## config.mk

```make
export PLATFORM = sky130hd
export DESIGN_NAME = instr_feeder
export DESIGN_NICKNAME = d
export VERILOG_FILES = /design/src/rtl/scpu_pkg.sv /design/src/rtl/feeder_buf.sv /design/src/rtl/instr_feeder.sv
export SDC_FILE = /design/constraint.sdc
export NUM_CORES = 1
export LEC_CHECK = 0
export BUFFER_PORTS_ARGS = -buffer_cell sky130_fd_sc_hd__buf_2
export CAP_MARGIN = 20
export CORE_MARGIN = 8
export CORE_UTILIZATION = 55
export DETAILED_ROUTE_END_ITERATION = 8
export HOLD_SLACK_MARGIN = 0.08
export PLACE_DENSITY = 0.76
export SETUP_SLACK_MARGIN = 0.05
export SYNTH_ARGS = -nofsm -noshare
export SYNTH_HDL_FRONTEND = slang
export SYNTH_SLANG_ARGS = --single-unit
```

## constraint.sdc

```tcl
create_clock -name clk -period 2.5 [get_ports clk]
set_input_delay 0.5 -clock clk [delete_from_list [all_inputs] [get_ports clk]]
set_output_delay 0.5 -clock clk [all_outputs]
set_load 0.02 [all_outputs]
```

## src/rtl/scpu_pkg.sv

```systemverilog
// Shared definitions for the scpu instruction path: instruction width, the
// filler encoding, and the feeder control states.
package scpu_pkg;

  localparam int INSTR_W = 8;
  localparam logic [INSTR_W-1:0] NOP_INSTR = 8'h00;

  typedef enum logic [1:0] {
    IDLE = 2'd0,
    RUN  = 2'd1,
    DONE = 2'd2
  } feeder_state_t;

endpackage

```

## src/rtl/feeder_buf.sv

```systemverilog
// Program store for instr_feeder: DEPTH x W register file with one synchronous
// write port and one combinational read port.
module feeder_buf #(
  parameter int DEPTH = 16,
  parameter int W     = 8,
  localparam int AW   = $clog2(DEPTH)
) (
  input  logic          clk,
  input  logic          wr_en,
  input  logic [AW-1:0] wr_addr,
  input  logic [W-1:0]  wr_data,
  input  logic [AW-1:0] rd_addr,
  output logic [W-1:0]  rd_data
);

  logic [W-1:0] mem [DEPTH];

  // NOTE: the array has no reset; count gates every read, so stale contents are never observed.
  always_ff @(posedge clk) begin
    if (wr_en) mem[wr_addr] <= wr_data;
  end

  assign rd_data = mem[rd_addr];

endmodule

```

## src/rtl/instr_feeder.sv

```systemverilog
// Loads a program over a valid/ready port and replays it, one word per
// unstalled cycle, into the scpu instruction input.
// Build option: define FEEDER_STEP_EN to add the single-step input `step`.
module instr_feeder
  import scpu_pkg::*;
#(
  parameter int                 DEPTH = 16,
  parameter logic [INSTR_W-1:0] NOP   = NOP_INSTR
) (
  input  logic                   clk,
  input  logic                   rst,
  input  logic                   wr_valid,
  output logic                   wr_ready,
  input  logic [INSTR_W-1:0]     wr_data,
  input  logic                   start,
  input  logic                   clear,
  input  logic                   stall,
`ifdef FEEDER_STEP_EN
  input  logic                   step,
`endif
  output logic [INSTR_W-1:0]     instruction,
  output logic                   instr_valid,
  output logic                   busy,
  output logic                   done,
  output logic [$clog2(DEPTH):0] count
);

  localparam int AW = $clog2(DEPTH);
  localparam int CW = AW + 1;

  feeder_state_t      state_q, state_d;
  logic [AW-1:0]      rd_ptr_q, rd_ptr_d;
  logic [CW-1:0]      count_d;
  logic [INSTR_W-1:0] instr_d;
  logic               valid_d;
  logic               wr_ready_d;
  logic               wr_en;
  logic [AW-1:0]      rd_addr;
  logic [INSTR_W-1:0] rd_data;
  logic               advance;
  logic               last_word;

`ifdef FEEDER_STEP_EN
  assign advance = ~stall & step;
`else
  assign advance = ~stall;
`endif

  // A launch from IDLE/DONE fetches word 0; in RUN the prefetch is the word after rd_ptr.
  assign rd_addr   = (state_q == RUN) ? rd_ptr_q + AW'(1) : '0;
  assign last_word = ({1'b0, rd_ptr_q} == count - CW'(1));

  feeder_buf #(
    .DEPTH (DEPTH),
    .W     (INSTR_W)
  ) u_buf (
    .clk     (clk),
    .wr_en   (wr_en),
    .wr_addr (count[AW-1:0]),
    .wr_data (wr_data),
    .rd_addr (rd_addr),
    .rd_data (rd_data)
  );

  // NOTE: every output of this block is defaulted first so no path can infer a latch.
  always_comb begin
    state_d  = state_q;
    count_d  = count;
    rd_ptr_d = rd_ptr_q;
    instr_d  = instruction;
    valid_d  = instr_valid;
    wr_en    = 1'b0;

    if (clear) begin
      state_d  = IDLE;
      count_d  = '0;
      rd_ptr_d = '0;
      instr_d  = NOP;
      valid_d  = 1'b0;
    end else begin
      unique case (state_q)
        IDLE, DONE: begin
          if (wr_valid && wr_ready) begin
            wr_en   = 1'b1;
            count_d = count + CW'(1);
          end
          if (start) begin
            if (count != '0) begin
              state_d  = RUN;
              rd_ptr_d = '0;
              instr_d  = rd_data;
              valid_d  = 1'b1;
            end else begin
              state_d = DONE;
            end
          end
        end
        RUN: begin
          if (advance) begin
            if (last_word) begin
              state_d = DONE;
              instr_d = NOP;
              valid_d = 1'b0;
            end else begin
              rd_ptr_d = rd_ptr_q + AW'(1);
              instr_d  = rd_data;
            end
          end
        end
        default: begin
          state_d = IDLE;
          instr_d = NOP;
          valid_d = 1'b0;
        end
      endcase
    end

    // Registered so that wr_ready is low while reset is held.
    wr_ready_d = (state_d == IDLE) && (count_d < CW'(DEPTH));
  end

  // NOTE: state registers use non-blocking assignments so all flops update together.
  always_ff @(posedge clk or posedge rst) begin
    if (rst) begin
      state_q     <= IDLE;
      count       <= '0;
      rd_ptr_q    <= '0;
      instruction <= NOP;
      instr_valid <= 1'b0;
      wr_ready    <= 1'b0;
    end else begin
      state_q     <= state_d;
      count       <= count_d;
      rd_ptr_q    <= rd_ptr_d;
      instruction <= instr_d;
      instr_valid <= valid_d;
      wr_ready    <= wr_ready_d;
    end
  end

  assign busy = (state_q == RUN);
  assign done = (state_q == DONE);

endmodule

```

==> impl_summary.log, run 1 <==
[metrics] status: completed
[metrics] Synth area leader: edfxtp_1
[metrics] routed length per instance: 22.5 um
[metrics] Core Rows: 40
[metrics] Final min period: 2230 ps
[metrics] top achievable clock speed: 0.448 GHz
[metrics] Port Buf Inserts: 30
[metrics] vias post-DR: 4234
[metrics] crit path kind: reg -> reg
[metrics] slew at the pin with the worst max-slew slack: 816 ps
[metrics] residual overflow from global routing: 0
[metrics] worst-case reg-to-reg path depth: 7
[metrics] total die area: 15900 um^2
[metrics] RD Place Congestion: 0.856
[metrics] adder-cell share of the synthesized area: 0.00937
[metrics] ratio of final minimum period to clock period: 0.892
[metrics] number of fill cells in the layout: 868
[metrics] r2r setup slk: 270 ps
[metrics] register area share after synthesis: 0.654
[metrics] # H-tree levels: 4
[metrics] total leakage power: 2.62 nW
[metrics] sinks on the clock net: 149
[metrics] post-synth top area share: 0.576
[metrics] worst r2r src: count[0]
[metrics] Max IR drop VDD: 0.000504 V
[metrics] post-DP HPWL: 9850 um
[metrics] number of antenna violations at the first check in global routing: 0
[metrics] longest individual stage delay on the worst path: 510 ps
[metrics] Max Root-Sink Buffers: 2
[metrics] largest family of logic cells by synthesized area: compound AO/OA/AOI/OAI gates
[metrics] complex-gate fraction of the synthesized area: 0.141
[metrics] crit path launch type: register
[metrics] Critical Path, Cell by Cell: inv_1 > ha_1 > or4b_4 > nand3b_1 > o2111ai_1 > nand2_2 > o41ai_1
[metrics] cell area power density: 750 nW/um^2
[metrics] endpoint class of the critical path: register
[metrics] synthesized instance count: 469
[metrics] Max-slew headroom: 0.455
[metrics] all-layer global routing usage: 0.201
[metrics] synth top area cells: edfxtp_1, dfrtp_1, mux2i_1
[metrics] area growth from synthesis to final layout: 14.4%
[metrics] Top-Level Pins: 31
[metrics] number of buffers created by CTS: 17
[metrics] Unique masters post-synth: 51
[metrics] post-synthesis async set-or-reset flop share: 0.141
[metrics] Detailed Route WL: 15200 um
[metrics] start point of the critical path: count[0]
[metrics] core footprint: 11900 um^2
[metrics] pins over their slew limit: 0
[metrics] most used cells in the layout excluding fill and tap cells: edfxtp_1, nand2b_1, mux2i_1
[metrics] XOR/XNOR share of the synthesized area: 0.0118
[metrics] effective utilization at floorplan: 0.561
[metrics] most common library cell in the layout ignoring fill and taps: edfxtp_1
[metrics] antenna viol nets, final: 0
[metrics] via count normalized by instance count: 6.26
[metrics] capture point of the worst path: instruction[7]
[metrics] later-pin clock latency in the skew report: 420 ps
[metrics] ys flop type: edfxtp_1
[metrics] warnings from Yosys: 0
[metrics] First-pass DRT Iterations: 5
[metrics] unrepaired setup endpoints after global routing: false
[metrics] CTS Hold Buffers Added: 0
[metrics] destination of the worst register-to-register timing path: instruction[7]
[metrics] Post-Syn Area: 6680 um^2
[metrics] overall die height: 126 um
[metrics] post-synth net total: 488
[metrics] ratio of cells with drive above 1 in the final layout: 0.208
[metrics] drc violations: 0
[metrics] first-pass GRT wire length: 23900 um
[metrics] pin count of the biggest net entering global routing: 102
[metrics] number of nets in the final layout: 535
[metrics] Stages on worst setup path: 7
[metrics] number of enable-type register cells in the synthesized netlist: 128
[metrics] minimum hold slack: 230 ps
[metrics] setup-violating endpoint count in the final report: 0
[metrics] clock tree from TritonCTS: done
[metrics] number of buffers and inverters on the critical path: 1
[metrics] multiplexer area fraction after synthesis: 0.0495
[metrics] data required time at the worst endpoint: 2800 ps
[metrics] crit-path leading delay family: simple AND/OR/NAND/NOR gates
[metrics] hold violation count in the final report: 0
[metrics] maximum net fanout on the critical path: 8
[metrics] final setup skew: 11.9 ps
[metrics] simple-gate portion of the synthesized area: 0.100
[metrics] slowest stage cell, crit path: or4b_4
[metrics] x dimension of the die: 126 um
[metrics] via count of the first global-routing pass: 4347
[metrics] final total negative setup slack: 0 ps
[metrics] Clk pin slew, worst setup/hold paths: 60 ps
[metrics] worst hold-check path type: in -> async
[metrics] Initial DRC Count: 452
[metrics] post-synthesis area per instance: 14.2 um^2
[metrics] Critical Path AT: 2530 ps
[metrics] clock root cell: clkbuf_16
[metrics] final core utilization: 0.642
[metrics] Antenna Cells: 0
[metrics] maxcap violations: 0
[metrics] Setup Fix Bufs, Post-CTS: 0
[metrics] quantity of gates resized following cts: 0
[metrics] Synth Register Bits: 149
## worst reg2reg max path, cell delays in order, from the launching register on
cell and delay, ps:
dfrtp_1 380, inv_1 120, ha_1 290, or4b_4 510
nand3b_1 220, o2111ai_1 250, nand2_2 240, o41ai_1 110
## power by group
part / switching [mW] / total [mW] / internal [mW] / leakage, nW
registers: 0.0295 / 2.78 / 2.75 / 1.43
clock network: 0.959 / 2.41 / 1.45 / 0.269
logic: 0.351 / 0.548 / 0.197 / 0.915
total: 1.34 / 5.73 / 4.40 / 2.62
## registers in the layout, summed over array words and instances (netlist names)
register	flops
state_q	2
wr_ready	1
count	5
instr_valid	1
u_buf.mem	128
instruction	8
rd_ptr_q	4
## worst min path at each step
stage | startpoint | endpoint | slack [ps] | cells after the start
after floorplan | rst | count[0] | 480 | 1
after global placement | instruction[7] | instruction[7] | 480 | 2
after detailed placement | instruction[7] | instruction[7] | 470 | 2
after CTS | rst | count[0] | 250 | 2
after global routing | rst | count[0] | 300 | 2
final | rst | count[4] | 230 | 2
## per-stage QoR
stage	area (um^2)	total power [mW]	std cells	setup slack, ps
2_1_floorplan	6680	3.19	469	336
3_3_place_gp	7070	3.36	644	319
3_5_place_dp	7070	3.37	644	222
4_1_cts	7630	5.75	676	109
5_1_grt	7640	5.90	676	116
6_report	7640	5.73	676	270
## area by class of cell
class | instances | area, um^2 | share of cell area
Sequential cell | 149 | 4370 | 0.572
Clock inverter | 15 | 140 | 0.0183
Timing Repair Buffer | 60 | 400 | 0.0524
Inverter | 7 | 28.8 | 0.00377
Clock buffer | 17 | 425 | 0.0557
Tap cell | 147 | 184 | 0.0241
Multi-Input combinational cell | 281 | 2090 | 0.274
## kinds of logic after synthesis
group	after synthesis
flip-flops	149
multiplexers	33
buffers and inverters	39
AO/OA/AOI/OAI	114
AND/OR/NAND/NOR	120
adder cells (fa/ha/maj)	5
XOR/XNOR	9
## synth_stat cells, types with 2 or more instances
cell type / number
or3_1: 2
buf_4: 6
o21bai_1: 2
nand2b_1: 52
clkbuf_1: 12
o31ai_1: 32
nand2_1: 17
a21o_1: 2
ha_1: 5
buf_2: 7
nor2_1: 25
a221oi_1: 24
a211oi_1: 16
nand3_1: 6
xor2_1: 5
a221oi_2: 8
a21oi_1: 9
dfrtp_1: 21
inv_1: 6
edfxtp_1: 128
nand3b_1: 3
xnor2_1: 4
and2_4: 2
o21ai_0: 2
buf_6: 6
nor3_1: 2
o41ai_1: 7
mux2i_1: 33
o211ai_1: 3
## layer usage
layer,vias to the layer above,share of wire,global-route usage
li1,1929,-,-
met1,2090,0.41,0.245
met2,187,0.48,0.328
met3,28,0.085,0.0603
met4,0,0.024,0.0800
met5,-,0,0
Note: power is estimated with default switching activity, not from simulation.
==> run 2, diff against run 1 <==
- GPL_TIMING_DRIVEN: unset -> 0
==> run 2 against run 1 <==
- sequential share of layout area decreased by 0.69 points
- worst hold slack improved by 34 ps
- largest cell class unchanged
- total power increased by 2.8%
- clock skew decreased by 0.88 ps
- critical path type unchanged
- sequential cell count unchanged
- highest routed layer unchanged
- largest power group unchanged
==> impl_summary.log, run 2 (synthesis gave the netlist of run 1 again) <==
[metrics] topmost layer with routed signal wires: met4
[metrics] worst hold-check path type: in -> async
[metrics] total die area: 15900 um^2 (unchanged)
[metrics] crit path kind: reg -> reg
[metrics] x dimension of the die: 126 um (unchanged)
[metrics] post-DP HPWL: 11000 um (+12%)
[metrics] hold violation count in the final report: 0 (unchanged)
[metrics] area post-placement: 7010 um^2 (-0.81%)
[metrics] ratio of final minimum period to clock period: 0.993 (+0.101)
[metrics] part of the total power dissipated in the clock network: 0.431 (+0.011)
[metrics] most common library cell in the layout ignoring fill and taps: edfxtp_1
[metrics] Final min period: 2480 ps (+253 ps)
[metrics] top achievable clock speed: 0.403 GHz (-10%)
[metrics] registers with the highest flip-flop counts: u_buf.mem: 128 flops, instruction: 8 flops, count: 5 flops
[metrics] crit-path most repeated cell: nor2_1
[metrics] number of buffers and inverters on the critical path: 1 (unchanged)
[metrics] dpl ws: -64.2 ps (-286 ps)
[metrics] antenna viol nets, final: 0 (unchanged)
[metrics] register share of total power: 0.472 (-0.013)
[metrics] crit path launch type: register
[metrics] all-layer global routing usage: 0.210 (+0.00920)
[metrics] later-pin clock latency in the skew report: 430 ps (about the same)
[metrics] final standard cell area without fillers: 7730 um^2 (+1.1%)
[metrics] min setup slack post-route: 17.4 ps (-253 ps)
[metrics] Top-Level Pins: 31 (unchanged)
[metrics] # H-tree levels: 4 (unchanged)
[metrics] overall die height: 126 um (unchanged)
[metrics] Int Power: 4.44 mW (+1.1%)
[metrics] number of nets in the final layout: 538 (+0.56%)
[metrics] switching power: 1.45 mW (+8.6%)
[metrics] maximum net fanout on the critical path: 10 (+2)
[metrics] final setup skew: 11.0 ps (-0.880 ps)
[metrics] CTS Hold Buffers Added: 0 (unchanged)
[metrics] Critical Path, Cell by Cell: clkbuf_1 > nand3b_1 > nor2_1 > nand2_1 > nor2_1
[metrics] sinks on the clock net: 149 (unchanged)
[metrics] data required time at the worst endpoint: 2560 ps (-240 ps)
[metrics] via count normalized by instance count: 6.55 (+4.6%)
[metrics] clock tree from TritonCTS: done
[metrics] Max Root-Sink Buffers: 2 (unchanged)
[metrics] unrepaired setup endpoints after global routing: true
[metrics] most used cells in the layout excluding fill and tap cells: edfxtp_1, nand2b_1, buf_2
[metrics] number of buffers created by CTS: 17 (unchanged)
[metrics] minimum hold slack: 264 ps (+34.2 ps)
[metrics] pin count of the biggest net entering global routing: 22 (-78%)
[metrics] Core Rows: 40 (unchanged)
[metrics] via count of the first global-routing pass: 4386 (+0.90%)
[metrics] vias post-DR: 4448 (+5.1%)
[metrics] register bank with the most flops: u_buf.mem
[metrics] Net Sw Frac: 0.247 (+0.0131)
[metrics] endpoint class of the critical path: register
[metrics] status: completed
[metrics] Max IR drop VDD: 0.000608 V (+21%)
[metrics] routed length per instance: 24.0 um (+6.5%)
[metrics] residual overflow from global routing: 0 (unchanged)
[metrics] wire length on met3: 1420 um (+9.7%)
[metrics] core footprint: 11900 um^2 (unchanged)
[metrics] Initial DRC Count: 495 (+9.5%)
[metrics] number of antenna violations at the first check in global routing: 0 (unchanged)
[metrics] Detailed Route WL: 16300 um (+6.9%)
[metrics] effective utilization at floorplan: 0.561 (unchanged)
[metrics] Max-slew headroom: 0.388 (-0.0675)
[metrics] RD Place Congestion: 0.959 (+12%)
[metrics] Port Buf Inserts: 30 (unchanged)
[metrics] share of total power in combinational logic: 0.097 (about the same)
[metrics] total power: 5.90 mW (+2.8%)
[metrics] ratio of cells with drive above 1 in the final layout: 0.226 (+0.0176)
[metrics] Critical Path AT: 2540 ps (about the same)
[metrics] routed wl met2: 7930 um (+8.8%)
[metrics] slew at the pin with the worst max-slew slack: 917 ps (+101 ps)
[metrics] Largest register FFs: 128 (unchanged)
[metrics] first-pass GRT wire length: 24500 um (+2.4%)
[metrics] met1 routed wirelength after detailed routing: 6250 um (-0.38%)
[metrics] crit-path leading delay family: simple AND/OR/NAND/NOR gates
[metrics] Antenna Cells: 0 (unchanged)
[metrics] drc violations: 0 (unchanged)
[metrics] setup-violating endpoint count in the final report: 0 (unchanged)
[metrics] First-pass DRT Iterations: 5 (unchanged)
[metrics] area growth from synthesis to final layout: 15.7%
[metrics] total leakage power: 2.59 nW (-1.2%)
[metrics] clock root cell: clkbuf_16
[metrics] slowest stage cell, crit path: nor2_1
[metrics] longest individual stage delay on the worst path: 600 ps (+90 ps)
[metrics] Clk pin slew, worst setup/hold paths: 60 ps (about the same)
[metrics] pins over their slew limit: 0 (unchanged)
[metrics] cell area power density: 763 nW/um^2 (+1.7%)
[metrics] maxcap violations: 0 (unchanged)
run 2: changes by cell type in the layout (fill, tap and decap cells not counted), moves of 5 or more:
| cell | change |
|---|---|
| nor2_2 | +6 |
| buf_2 | +7 |
| buf_6 | +6 |
| buf_4 | -20 |
| nor2_4 | +8 |
| clkinv_2 | -5 |
| clkbuf_1 | +9 |
| nor2_1 | -14 |
run 2: worst register-to-register path, cell delays in order (launching register included):
cell      delay [ps]
dfrtp_1          400
clkbuf_1         220
nand3b_1         340
nor2_1           270
nand2_1          290
nor2_1           610
run 2: repair_timing:
action,CTS,global route
setup buffers,0,2
setup endpoints to repair,100,104
hold endpoints to repair,0,0
gates resized for setup,8,24
pin swaps,1,1
run 2: final cells by class:
cell class / instances / area, um^2
tap: 147 / 184
inverter: 7 / 28.8
clock inverter: 14 / 169
timing repair buffer: 32 / 165
buffer: 31 / 196
multi-input combinational: 281 / 2190
clock buffer: 18 / 429
fill: 847 / 4180
sequential: 149 / 4370
run 2: worst paths after layout:
path	startpoint	to	slack, ps	cells after the start
hold / removal	rst	count[3]	260	2
setup / recovery	state_q[0]	u_buf.mem[5][0]	20	5
min in group clk	clear	instruction[7]	410	2
setup reg to reg	state_q[0]	u_buf.mem[5][0]	20	5
hold reg to reg	instruction[7]	instruction[7]	490	2
max in group asynchronous	rst	instr_valid	1660	2
run 2: per-stage QoR:
stage / utilization / std cells / TNS (ps)
2_1_floorplan: - / 469 / 0
3_3_place_gp: 0.589 / 646 / 0
3_5_place_dp: 0.589 / 646 / -1030
4_1_cts: 0.640 / 677 / -888
5_1_grt: 0.649 / 679 / -1790
6_report: 0.649 / 679 / 0
run 2: metal layers:
layer / vias up / track usage
met4: 0 / 0.115
met3: 57 / 0.0578
met5: - / 0
met1: 2231 / 0.249
li1: 1942 / -
met2: 218 / 0.341
run 2: power by group through the flow:
| stage | registers [mW] | clock network, mW | logic (mW) |
|---|---|---|---|
| global placement | 2.83 | 0 | 0.531 |
| detailed placement | 2.83 | 0 | 0.546 |
| finish | 2.78 | 2.54 | 0.571 |
| floorplan | 2.86 | 0 | 0.332 |
| CTS | 2.78 | 2.56 | 0.551 |
| global route | 2.79 | 2.66 | 0.610 |
